### src/rtl/fft8_frame_ctrl_if.sv
// Sample-in / bin-out streams of the 8-point FFT frame sequencer.
// master = surrounding system, slave = the sequencer.
interface fft8_frame_ctrl_if #(
    parameter int DW = 9
) ();

    logic [DW-1:0] in_data;
    logic          in_valid;
    logic          in_ready;

    logic [DW-1:0] out_re;
    logic [DW-1:0] out_im;
    logic [2:0]    out_idx;
    logic          out_valid;
    logic          out_ready;
    logic          out_last;

    modport master (
        output in_data,
        output in_valid,
        input  in_ready,
        input  out_re,
        input  out_im,
        input  out_idx,
        input  out_valid,
        input  out_last,
        output out_ready
    );

    modport slave (
        input  in_data,
        input  in_valid,
        output in_ready,
        output out_re,
        output out_im,
        output out_idx,
        output out_valid,
        output out_last,
        input  out_ready
    );

endinterface

### src/rtl/fft8_frame_ctrl.sv
// Frame sequencer for the 8-point radix-2 DIT FFT core:
// fill 8 samples, settle, then walk bins 0..7 out over valid/ready.
module fft8_frame_ctrl #(
    parameter int DW     = 9,
    parameter int SETTLE = 2,
    parameter int CNT_W  = 16
) (
    input  logic             clk_in,
    input  logic             rst_n,
    input  logic             en,
    input  logic             abort,
    fft8_frame_ctrl_if.slave s,
    output logic [8*DW-1:0]  frame_x,
    output logic [2:0]       fft_sel,
    input  logic [DW-1:0]    fft_yr,
    input  logic [DW-1:0]    fft_yi,
    output logic             busy,
    output logic [CNT_W-1:0] frame_cnt
);

    // A settle time of zero still needs one cycle in SETTLE.
    localparam int SET_LD = (SETTLE < 1) ? 1 : SETTLE;
    localparam int SW     = $clog2(SET_LD + 1);

    localparam logic [SW-1:0]    SET_INIT = SW'(SET_LD);
    localparam logic [SW-1:0]    SET_ONE  = SW'(1);
    localparam logic [CNT_W-1:0] CNT_ONE  = CNT_W'(1);
    localparam logic [2:0]       LAST_K   = 3'd7;

    typedef enum logic [2:0] {
        S_IDLE,
        S_FILL,
        S_SETTLE,
        S_SEL,
        S_WAIT,
        S_PRESENT
    } state_t;

    state_t           state_q;
    state_t           state_d;
    logic [2:0]       wr_q;
    logic [2:0]       wr_d;
    logic [2:0]       k_q;
    logic [2:0]       k_d;
    logic [SW-1:0]    cnt_q;
    logic [SW-1:0]    cnt_d;
    logic [2:0]       sel_q;
    logic [2:0]       sel_d;
    logic [DW-1:0]    re_q;
    logic [DW-1:0]    re_d;
    logic [DW-1:0]    im_q;
    logic [DW-1:0]    im_d;
    logic [2:0]       idx_q;
    logic [2:0]       idx_d;
    logic             vld_q;
    logic             vld_d;
    logic             last_q;
    logic             last_d;
    logic [CNT_W-1:0] fcnt_q;
    logic [CNT_W-1:0] fcnt_d;
    logic [DW-1:0]    fbuf_q [8];
    logic [DW-1:0]    fbuf_d [8];

    always_ff @(posedge clk_in or negedge rst_n) begin
        if (!rst_n) begin
            state_q <= S_IDLE;
            wr_q    <= '0;
            k_q     <= '0;
            cnt_q   <= '0;
            sel_q   <= '0;
            re_q    <= '0;
            im_q    <= '0;
            idx_q   <= '0;
            vld_q   <= 1'b0;
            last_q  <= 1'b0;
            fcnt_q  <= '0;
            for (int n = 0; n < 8; n++) begin
                fbuf_q[n] <= '0;
            end
        end else begin
            state_q <= state_d;
            wr_q    <= wr_d;
            k_q     <= k_d;
            cnt_q   <= cnt_d;
            sel_q   <= sel_d;
            re_q    <= re_d;
            im_q    <= im_d;
            idx_q   <= idx_d;
            vld_q   <= vld_d;
            last_q  <= last_d;
            fcnt_q  <= fcnt_d;
            fbuf_q  <= fbuf_d;
        end
    end

    always_comb begin
        state_d = state_q;
        wr_d    = wr_q;
        k_d     = k_q;
        cnt_d   = cnt_q;
        sel_d   = sel_q;
        re_d    = re_q;
        im_d    = im_q;
        idx_d   = idx_q;
        vld_d   = vld_q;
        last_d  = last_q;
        fcnt_d  = fcnt_q;
        fbuf_d  = fbuf_q;

        // Abort wins over any handshake in the same cycle.
        if (abort) begin
            state_d = S_IDLE;
            wr_d    = '0;
            k_d     = '0;
            cnt_d   = '0;
            vld_d   = 1'b0;
            last_d  = 1'b0;
        end else begin
            unique case (state_q)
                S_IDLE: begin
                    if (en) begin
                        state_d = S_FILL;
                    end
                end

                S_FILL: begin
                    if (s.in_valid) begin
                        fbuf_d[wr_q] = s.in_data;
                        wr_d         = wr_q + 3'd1;
                        if (wr_q == LAST_K) begin
                            state_d = S_SETTLE;
                            cnt_d   = SET_INIT;
                            wr_d    = '0;
                        end
                    end
                end

                S_SETTLE: begin
                    cnt_d = cnt_q - SET_ONE;
                    if (cnt_q <= SET_ONE) begin
                        state_d = S_SEL;
                        cnt_d   = '0;
                        k_d     = '0;
                        sel_d   = '0;
                    end
                end

                S_SEL: begin
                    state_d = S_WAIT;
                end

                // The core registered bin k on the edge into WAIT.
                S_WAIT: begin
                    re_d    = fft_yr;
                    im_d    = fft_yi;
                    idx_d   = k_q;
                    vld_d   = 1'b1;
                    last_d  = (k_q == LAST_K);
                    state_d = S_PRESENT;
                end

                S_PRESENT: begin
                    if (s.out_ready) begin
                        vld_d  = 1'b0;
                        last_d = 1'b0;
                        if (k_q == LAST_K) begin
                            fcnt_d  = fcnt_q + CNT_ONE;
                            k_d     = '0;
                            state_d = en ? S_FILL : S_IDLE;
                        end else begin
                            k_d     = k_q + 3'd1;
                            sel_d   = k_q + 3'd1;
                            state_d = S_SEL;
                        end
                    end
                end

                default: begin
                    state_d = S_IDLE;
                end
            endcase
        end
    end

    always_comb begin
        frame_x = '0;
        for (int n = 0; n < 8; n++) begin
            frame_x[n*DW +: DW] = fbuf_q[n];
        end
    end

    assign s.in_ready  = (state_q == S_FILL) && !abort;
    assign s.out_re    = re_q;
    assign s.out_im    = im_q;
    assign s.out_idx   = idx_q;
    assign s.out_valid = vld_q;
    assign s.out_last  = last_q;

    assign busy      = (state_q != S_IDLE) && (state_q != S_FILL);
    assign fft_sel   = sel_q;
    assign frame_cnt = fcnt_q;

endmodule

### src/flat_wrapper.sv
// flat-port wrapper written by rule: the top's interface ports become plain ports
module fft8_frame_ctrl_flat 
#(
    parameter int DW     = 9,
    parameter int SETTLE = 2,
    parameter int CNT_W  = 16
)
  (clk_in, rst_n, en, abort, frame_x, fft_sel, fft_yr, fft_yi, busy, frame_cnt, s_in_data, s_in_valid, s_in_ready, s_out_re, s_out_im, s_out_idx, s_out_valid, s_out_last, s_out_ready);
  fft8_frame_ctrl_if #(.DW(DW)) s_i ();
  input  logic clk_in;
  input  logic rst_n;
  input  logic en;
  input  logic abort;
  output logic [8*DW-1:0] frame_x;
  output logic [2:0] fft_sel;
  input  logic [DW-1:0] fft_yr;
  input  logic [DW-1:0] fft_yi;
  output logic busy;
  output logic [CNT_W-1:0] frame_cnt;
  input wire logic [$bits(s_i.in_data)-1:0] s_in_data;
  input wire logic [$bits(s_i.in_valid)-1:0] s_in_valid;
  output wire logic [$bits(s_i.in_ready)-1:0] s_in_ready;
  output wire logic [$bits(s_i.out_re)-1:0] s_out_re;
  output wire logic [$bits(s_i.out_im)-1:0] s_out_im;
  output wire logic [$bits(s_i.out_idx)-1:0] s_out_idx;
  output wire logic [$bits(s_i.out_valid)-1:0] s_out_valid;
  output wire logic [$bits(s_i.out_last)-1:0] s_out_last;
  input wire logic [$bits(s_i.out_ready)-1:0] s_out_ready;
  assign s_i.in_data = s_in_data;
  assign s_i.in_valid = s_in_valid;
  assign s_in_ready = s_i.in_ready;
  assign s_out_re = s_i.out_re;
  assign s_out_im = s_i.out_im;
  assign s_out_idx = s_i.out_idx;
  assign s_out_valid = s_i.out_valid;
  assign s_out_last = s_i.out_last;
  assign s_i.out_ready = s_out_ready;
  fft8_frame_ctrl #(.DW(DW), .SETTLE(SETTLE), .CNT_W(CNT_W)) u_core (.clk_in(clk_in), .rst_n(rst_n), .en(en), .abort(abort), .s(s_i), .frame_x(frame_x), .fft_sel(fft_sel), .fft_yr(fft_yr), .fft_yi(fft_yi), .busy(busy), .frame_cnt(frame_cnt));
endmodule
### config.mk
export PLATFORM = sky130hd
export DESIGN_NAME = fft8_frame_ctrl_flat
export DESIGN_NICKNAME = d
export VERILOG_FILES = /design/src/rtl/fft8_frame_ctrl_if.sv /design/src/rtl/fft8_frame_ctrl.sv /design/src/flat_wrapper.sv
export SDC_FILE = /design/constraint.sdc
export NUM_CORES = 1
export LEC_CHECK = 0
export ABC_CLOCK_PERIOD_IN_PS = 4600
export CAP_MARGIN = 10
export CELL_PAD_IN_SITES_DETAIL_PLACEMENT = 0
export CELL_PAD_IN_SITES_GLOBAL_PLACEMENT = 1
export CORE_ASPECT_RATIO = 0.6
export CORE_MARGIN = 2
export CORE_UTILIZATION = 41
export CTS_BUF_LIST = sky130_fd_sc_hd__clkbuf_16
export DETAILED_ROUTE_END_ITERATION = 8
export GPL_TIMING_DRIVEN = 0
export PLACE_DENSITY_LB_ADDON = 0.2
export REMOVE_ABC_BUFFERS = 1
export SLEW_MARGIN = 20
export SYNTH_ARGS = -nofsm -noshare
export SYNTH_HDL_FRONTEND = slang
export SYNTH_SLANG_ARGS = --single-unit
### constraint.sdc
create_clock -name clk_in -period 4.6 [get_ports clk_in]
set_input_delay 0.46 -clock clk_in [delete_from_list [all_inputs] [get_ports clk_in]]
set_output_delay 0.46 -clock clk_in [all_outputs]
set_load 0.005 [all_outputs]
**After elaboration in Yosys (flattened, before gate mapping)**

Index checks and enable logic that the tools add are counted.

- $add $sub $neg: 4
- Reduce and logical (&&, ||, !) cells: 21
- Magnitude comparators: 3
- Bitwise logic cells: 2
- Mux-type cells: 34
- Equal/unequal tests: 16

Operator list:

| operator | number |
|---|---|
| $bwmux 72 | 1 |
| $mux 3 | 17 |
| $demux 9 s3 | 1 |
| $pmux 3 s6 | 1 |
| $add 16x1->16 const B | 1 |
| $eq 3x3->1 const B | 4 |
| $pmux 3 s2 | 2 |
| $reduce_bool 3->1 | 4 |
| $reduce_and 5->1 | 2 |
| $mux 9 | 1 |
| $ne 3x3->1 const B | 3 |
| $reduce_and 3->1 | 3 |
| $mux 2 | 4 |
| $add 3x1->3 const B | 2 |
| $eq 3x2->1 const B | 2 |
| $ne 3x2->1 const B | 2 |
| $reduce_and 2->1 | 3 |
| $reduce_bool 2->1 | 3 |
| $ge 4x4->1 const B | 1 |
| $lt 4x1->1 const B | 1 |
| $mux 1 | 4 |
| $ne 2x2->1 const B | 2 |
| $not 3->4 | 1 |
| $pmux 1 s2 | 2 |
| 11 further kinds | 13 |

- Output and inout bits: 116
- Input port bits: 33
- Register bits after elaboration: 125

**Logic depth before layout (Yosys ltp)**

Gate-level depths: netlist of run 1.

- Depth in word-level cells: 6
- Mapped depth: 6
- Depth with buffers taken out: 6

**Least setup slack after synthesis of run 1**

OpenSTA, ideal clock, no wires.

- Path kind: reg2reg
- Start point: reg u_core.k_q[0]
- End point: reg u_core.fcnt_q[10] (netlist: u_core.frame_cnt[10])
- Setup time: 0.124 ns
- Data arrival time: 1.670 ns
- Path buffers: 0
- Required time: 4.476 ns
- Period minus slack after synthesis: 1.794 ns
- Stages on the path, launching flop included: 7
- Setup slack: 2.806 ns
- Cells stage by stage: dfrtp_1 ha_1 ha_1 nand4b_1 nor4_1 nand3_1 xnor2_1

- Longest elaborated chain between the ends: 2

Ends and longest elaborated chain:

| what | line | text |
|---|---|---|
| start: declaration | fft8_frame_ctrl.sv:43 | `logic [2:0] k_q;` |
| start signal: assignment | fft8_frame_ctrl.sv:83 | `k_q <= k_d;` |
| $eq 3x3->1 | fft8_frame_ctrl.sv:166 | `if (k_q == LAST_K) begin` |
| $reduce_and 4->1 (no source line) | -- |  |
| end signal: assignment | fft8_frame_ctrl.sv:91 | `fcnt_q <= fcnt_d;` |
| end: declaration | fft8_frame_ctrl.sv:59 | `logic [CNT_W-1:0] fcnt_q;` |

Every way passes these cells.
A chain may end at the register's enable or synchronous reset.

**Worst setup path in the final report of run 1**

- Start point: in abort
- End point: out s_in_ready

- Longest elaborated chain between the ends: 2

Ends and longest elaborated chain:

| what | line | text |
|---|---|---|
| start: declaration | flat_wrapper.sv:13 | `input logic abort;` |
| $logic_not 1->1 | fft8_frame_ctrl.sv:192 | `assign s.in_ready = (state_q == S_FILL) && !abort;` |
| $logic_and 1x1->1 | fft8_frame_ctrl.sv:192 |  |
| end: declaration | flat_wrapper.sv:22 | `output wire logic [$bits(s_i.in_ready)-1:0] s_in_ready;` |

Every way passes these cells.

==> results.py, run 1 <==
metrics = {
    "power": {
        "ir_drop_mv": 0.271,
        "p_leak_nw": 3.40,
        "powerDensity_nw_per_um2": 485,
    },
    "critical_path": {
        "required_ns": 4.14,
        "crit_type": "primary input to primary output",
        "critPathMaxFanout": 16,
        "crit_path_start_kind": "primary input",
        "worstPathBufferInverterCount": 2,
        "crit_top_cell": "clkdlybuf4s50_1",
        "cp_cell_sequence": "clkdlybuf4s50_1, or3b_1, nor2_1, clkdlybuf4s50_1",
        "slowest_stage": "clkdlybuf4s50_1",
        "slowest_delay_ns": 0.78,
        "path_delay_family": "buffers and inverters",
        "arrival_ns": 2.54,
        "end_kind": "primary output",
    },
    "timing": {
        "fin_skew_ns": 0.00888,
        "finalHoldViolCount": 2,
        "slew-limit-headroom_pct": 47.3,
        "rsz0062_at_grt": "no",
        "finalCriticalPeriod_ns": 3.00,
        "tightest_slew_ns": 0.783,
        "whs_ns": -0.00360,
        "finalSetupTns_ns": 0,
        "fin_crit_sh_pct": 65.2,
        "max_freq_mhz": 333,
        "maxSlewViolCount": 0,
        "setup_viol": 0,
    },
    "cts": {
        "cts.repair.resized": 0,
        "h-tree-depth": 4,
        "clock-sinks": 125,
        "clock_latency_ns": 0.40,
        "cts_made_buffers": 17,
        "clockBufferDepth": 2,
        "clk_pin_slew_ns": 0.06,
        "postCtsSetupRepairBufs": 0,
        "postCtsHoldBufs": 0,
        "cts_tree": "built",
        "clockRootBuffer": "clkbuf_16",
    },
    "run": {
        "cap_violations": 0,
    },
    "logic_synthesis": {
        "ys_seq_area_share_pct": 61.3,
        "synth.distinct_cells": 45,
        "ys_ff_latch": 125,
        "synth_area_sq_um": 5100,
        "ys_warn_count": 0,
        "syn_inst": 360,
        "avgSynthCellArea_sq_um": 14.2,
    },
    "placement": {
        "placedCellCount": 666,
        "portBuffers": 148,
        "finalWeightedCongestion": 0.795,
        "dp_hpwl_mm": 8.08,
    },
    "drt": {
        "vias": 3428,
        "ant_nets": 0,
        "remaining_drc_errors": 0,
        "first_iter_violations": 104,
        "drt_first_pass_iters": 4,
        "wire_per_inst_microns": 16.7,
        "drt-vias-per-instance": 4.91,
        "routed_wl_mm": 11.7,
    },
    "final_layout": {
        "drive_above_1_share_pct": 26.5,
        "synthToLayoutAreaGrowth_pct": 46.2,
        "nNetsFinal": 558,
        "num_antenna_cells": 0,
        "fin_cells": 698,
        "nFillCells": 980,
    },
    "global_route": {
        "use_met3_pct": 5.61,
        "grt_max_degree": 75,
        "grt_antenna_before_repair": 0,
        "grt_pass1_vias": 3504,
        "grt_pass1_wl_mm": 18.7,
        "met1_usage_pct": 26.9,
        "grt_busiest_layer": "met1",
        "grt_overflow": 0,
        "grtUsageTotal_pct": 18.1,
        "use_met2_pct": 25.1,
    },
    "run_status": {
        "status": "finished, violations left",
        "violations": "negative hold slack",
    },
    "floorplanning": {
        "die_w_microns": 148,
        "die_h_microns": 90.4,
        "num_rows": 31,
        "die_area_sq_um": 13400,
        "coreArea_sq_um": 12100,
        "ios": 149,
        "initial_core_util_pct": 42.2,
    },
    "worst_hold_path": {
        "worstHoldPathType": "primary input to async pin",
    },
}
==> through the flow <==
| stage | worst slack [ns] | cell area, sq um | hold WS (ns) | total power [mW] | utilization (%) |
|---|---|---|---|---|---|
| global placement | -1.79 | 6730 | 0.460 | 2.16 | 55.6 |
| global route | 1.54 | 7460 | 0.0291 | 3.79 | 61.6 |
| CTS | 1.61 | 7460 | 0.00777 | 3.66 | 61.6 |
| floorplan | 1.91 | 5040 | 0.164 | 1.69 | - |
| detailed placement | 1.49 | 6810 | 0.444 | 2.19 | 56.3 |
| finish | 1.60 | 7460 | -0.00360 | 3.62 | 61.6 |
==> worst paths after layout <==
path,start,to,slack (ns),depth (start not counted)
worst min-delay path,rst_n,u_core.frame_cnt[13]$_DFFE_PN0P_,-0.004,1
min in group clk_in,u_core.frame_cnt[15]$_DFFE_PN0P_,u_core.frame_cnt[15]$_DFFE_PN0P_,0.47,1
worst max register to register,u_core.state_q[0]$_DFFE_PN0P_,u_core.frame_x[40]$_DFFE_PN0P_,2.18,5
max in group asynchronous,rst_n,u_core.frame_x[70]$_DFFE_PN0P_,3.87,2
worst min register to register,u_core.frame_cnt[15]$_DFFE_PN0P_,u_core.frame_cnt[15]$_DFFE_PN0P_,0.47,1
worst max-delay path,abort,s_in_ready,1.60,4
==> final cells by class <==
cell class | instances | area, sq um | area share [%]
multi-input combinational | 216 | 1900 | 25.5
clock buffer | 17 | 425 | 5.71
sequential | 125 | 3130 | 42.0
inverter | 7 | 26.3 | 0.352
timing repair buffer | 153 | 1550 | 20.8
tap | 165 | 206 | 2.77
clock inverter | 15 | 220 | 2.95
==> routing by layer <==
metal	share of wire, %	wire, microns	vias up
li1	-	-	1595
met1	50	5850	1712
met3	6.7	777	7
met4	0.93	109	0
met2	42	4950	114
met5	0	0	-
==> worst register-to-register path: cells and delay by family (launching register included) <==
kind | cells | cell delay, ns
DFF | 1 | 0.64
and+or+nand+nor | 3 | 1.10
buffers and inverters | 1 | 0.22
muxes | 1 | 0.34
==> state kept, by name (all words and copies together) (netlist names) <==
name and count:
u_core.cnt_q 2, u_core.fft_sel 3, u_core.frame_cnt 16, u_core.frame_x 72, u_core.k_q 3, u_core.s.out_idx 3
u_core.s.out_im 9, u_core.s.out_last 1, u_core.s.out_re 9, u_core.s.out_valid 1, u_core.state_q 3, u_core.wr_q 3
==> report_power, final <==
part / internal [mW] / switching [mW] / total (mW)
registers: 1.28 / 0.127 / 1.41
clock network: 0.962 / 0.491 / 1.45
logic: 0.508 / 0.244 / 0.752
total: 2.75 / 0.862 / 3.62
==> layout by cell type (no fill, tap or decap), types with 7 or more instances in the layout <==
cell type	instances
clkdlybuf4s50_1	147
dfrtp_1	125
mux2_2	93
clkbuf_16	17
nor2_1	16
nand2_1	14
inv_1	8
nand3_1	8
xnor2_1	8
xor2_1	7
==> cells by family (layout without fill, tap and decap cells) <==
| group | after synthesis | count (layout) | share of synthesized area, % |
|---|---|---|---|
| compound gates | 21 | 21 | 2.58 |
| xor+xnor | 15 | 15 | 2.58 |
| fa+ha+maj | 5 | 5 | 1.23 |
| buf+inv | 19 | 192 | 1.77 |
| flops | 125 | 125 | 61.3 |
| mux | 98 | 98 | 21.5 |
| simple gates | 77 | 77 | 9.00 |
==> synthesized netlist by cell type <==
master    count  area, sq um
xor2_1        7         61.3
o211ai_1      1         7.51
inv_1         7         26.3
a21oi_1       4         20.0
a22oi_1       2         15.0
and4_1        2         17.5
and3_1        3         18.8
nand4b_1      3         26.3
o21ai_0       6         30.0
a32o_1        1         10.0
nor2_1       16         60.1
nand2b_1      4         25.0
buf_4         2         15.0
nor3_4        1         16.3
buf_6         1         11.3
nand4_1       1         6.26
or2_2         1         6.26
dfrtp_1     125         3130
nor3b_1       5         37.5
buf_1         2         7.51
or4b_1        1         10.0
nor2b_1       3         18.8
nand3b_2      2         22.5
o21a_1        1         7.51
nand3_1       8         40.0
nor3_1        3         15.0
clkbuf_1      4         15.0
a21o_1        2         15.0
ha_1          5         62.6
nand2_1      14         52.6
mux2_1        1         11.3
mux2i_1       4         40.0
nor4b_1       1         8.76
nor4_1        2         12.5
a31oi_1       3         18.8
o31ai_1       1         7.51
mux2_2       93         1050
nor3b_4       1         18.8
nand3_2       1         10.0
or3b_1        1         8.76
buf_2         3         15.0
xnor2_1       8         70.1
nand3b_1      2         15.0
nor2_2        1         6.26
nand2_2       1         6.26
Power figures use the tool's default switching activity.
==> inputs of run 2 (changes only) <==
ABC_CLOCK_PERIOD_IN_PS = 2600   (was 4600)
CORE_UTILIZATION = 34   (was 41)
clock period = 2.6 ns   (was 4.6 ns; I/O delays follow)
==> run 2 against run 1 <==
The run now ends clean; design area rose by 0.25%; cell count rose by 4.9%; sequential share of layout area fell by 0.089 points; critical path depth did not move; power rose by 72%; combinational power rose by 78%; clock-buffer cell count did not move; sequential power rose by 77%; hold slack improved by 0.40 ns; via count rose by 0.26%; critical endpoint is now u_core.frame_x[59]$_DFFE_PN0P_; highest routed layer unchanged.
==> results.py, run 2 (synthesized netlist as in run 1, its figures left out) <==
metrics = {
    "run": {
        "cap_violations": 0,
    },
    "floorplanning": {
        "num_rows": 34,
        "ios": 149,
        "die_w_microns": 162,
        "die_h_microns": 98.9,
        "initial_core_util_pct": 35.0,
        "die_area_sq_um": 16000,
        "coreArea_sq_um": 14600,
    },
    "cts": {
        "clockBufferDepth": 2,
        "cts_tree": "built",
        "cts_made_buffers": 17,
        "clock_latency_ns": 0.40,
        "clk_pin_slew_ns": 0.06,
        "clockRootBuffer": "clkbuf_16",
        "postCtsSetupRepairBufs": 0,
        "clock-sinks": 125,
        "h-tree-depth": 4,
    },
    "final_layout": {
        "drive_above_1_share_pct": 26.4,
        "seq_area_sq_um": 3130,
        "synthToLayoutAreaGrowth_pct": 46.5,
        "nNetsFinal": 559,
        "num_antenna_cells": 0,
        "mostFrequentLayoutCells": "146 x clkdlybuf4s50_1, 124 x dfrtp_1, 93 x mux2_2",
        "largest_reg_flops": 72,
        "fin_cells": 732,
        "fin_area_sq_um": 7470,
        "multi_input_area_sq_um": 1910,
        "nFillCells": 1288,
        "final_common_cell": "clkdlybuf4s50_1",
    },
    "placement": {
        "dp_hpwl_mm": 8.44,
        "post-place-ws_ns": -0.418,
        "placedCellCount": 699,
        "finalWeightedCongestion": 0.775,
        "placed_area_sq_um": 6850,
        "portBuffers": 148,
    },
    "timing": {
        "fin_skew_ns": 0.00822,
        "maxSlewViolCount": 0,
        "finalCriticalPeriod_ns": 2.34,
        "setup_slack_ns": 0.259,
        "slew-limit-headroom_pct": 50.7,
        "tightest_slew_ns": 0.733,
        "max_freq_mhz": 427,
        "fin_crit_sh_pct": 90.0,
        "finalHoldViolCount": 0,
        "setup_viol": 0,
        "whs_ns": 0.393,
        "rsz0062_at_grt": "no",
    },
    "critical_path": {
        "slowest_delay_ns": 0.67,
        "r2r_end": "u_core.frame_x[59]$_DFFE_PN0P_",
        "crit_path_start_kind": "flop",
        "r2r_setup_slack_ns": 0.26,
        "endpoint": "u_core.frame_x[59]$_DFFE_PN0P_",
        "worstPathBufferInverterCount": 0,
        "path_delay_family": "simple AND/OR/NAND/NOR gates",
        "slowest_stage": "nor2_2",
        "end_kind": "flop",
        "critical_path_depth": 4,
        "timing.rr.start": "u_core.state_q[2]$_DFFE_PN0P_",
        "startpoint": "u_core.state_q[2]$_DFFE_PN0P_",
        "required_ns": 2.88,
        "critPathMaxFanout": 14,
        "arrival_ns": 2.62,
        "ff2ff_path_depth": 4,
        "cp_cell_sequence": "nor2b_1, nand3b_1, nor2_2, mux2_2",
        "crit_type": "flop to flop",
    },
    "global_route": {
        "grt_pass1_vias": 3440,
        "grtUsageTotal_pct": 15.6,
        "grt_max_degree": 67,
        "grt_pass1_wl_mm": 19.0,
        "grt_overflow": 0,
        "grt_antenna_before_repair": 0,
    },
    "run_status": {
        "status": "completed",
    },
    "drt": {
        "first_iter_violations": 107,
        "routed_wl_mm": 12.1,
        "drt_first_pass_iters": 4,
        "vias": 3437,
        "drt-vias-per-instance": 4.70,
        "wire_per_inst_microns": 16.5,
        "ant_nets": 0,
        "remaining_drc_errors": 0,
    },
    "power": {
        "p_leak_nw": 3.39,
        "powerDensity_nw_per_um2": 832,
        "ir_drop_mv": 0.390,
    },
    "worst_hold_path": {
        "worstHoldPathType": "primary input to async pin",
    },
}
## run 2: changes by cell type in the layout (fill, tap and decap cells not counted), sizes merged
cell / previous run / this run
bufinv: 5 / 3
clkdlybuf4s50: 147 / 146
clkinv: 6 / 7
clkinvlp: 1 / 2
dlygate4sd3: 0 / 1
dlymetal6s2s: 0 / 1
## run 2: area by class of cell
class / count / area share, %
Timing Repair Buffer: 154 / 20.9
Sequential cell: 125 / 41.9
Clock buffer: 17 / 5.69
Tap cell: 198 / 3.31
Inverter: 7 / 0.352
Multi-Input combinational cell: 216 / 25.6
Clock inverter: 15 / 2.29
## run 2: power by group
part / switching, mW / internal (mW) / leakage, nW
clock: 0.873 / 1.50 / 0.292
sequential: 0.228 / 2.28 / 1.69
combinational: 0.438 / 0.899 / 1.41
## run 2: worst min-delay path by stage
| stage | from | endpoint | slack [ns] | cells after the start |
|---|---|---|---|---|
| 4_1_cts | rst_n | u_core.frame_cnt[12]$_DFFE_PN0P_ | 0.41 | 2 |
| 3_3_place_gp | u_core.frame_cnt[15]$_DFFE_PN0P_ | u_core.frame_cnt[15]$_DFFE_PN0P_ | 0.46 | 1 |
| 5_1_grt | abort | u_core.s.out_valid$_DFFE_PN0P_ | 0.44 | 2 |
| 6_report | rst_n | u_core.frame_cnt[12]$_DFFE_PN0P_ | 0.39 | 2 |
| 2_1_floorplan | rst_n | u_core.cnt_q[0]$_DFFE_PN0P_ | -0.04 | 0 |
| 3_5_place_dp | rst_n | u_core.frame_cnt[12]$_DFFE_PN0P_ | 0.28 | 1 |
## run 2: layer usage
metal | track usage (%) | vias up | part of all wire, %
li1 | - | 1606 | -
met1 | 22.5 | 1718 | 50
met2 | 21.7 | 107 | 43
met3 | 5.68 | 6 | 6.8
met4 | 5.11 | 0 | 0.46
met5 | 0 | - | 0
## run 2: timing repair
item | 4_1_cts | 5_1_grt
gates resized for setup | 0 | 4
setup endpoints to repair | 0 | 11
hold buffers | 1 | 0
endpoints found under the hold margin | 59 | 0
## run 2: metrics by stage
step | power [mW] | setup TNS (ns) | utilization, %
floorplan | 2.99 | -1.97 | -
global route | 6.54 | 0 | 51.2
detailed placement | 3.89 | -11.10 | 47.0
CTS | 6.31 | 0 | 51.1
finish | 6.22 | 0 | 51.2
global placement | 3.84 | -500.37 | 46.4
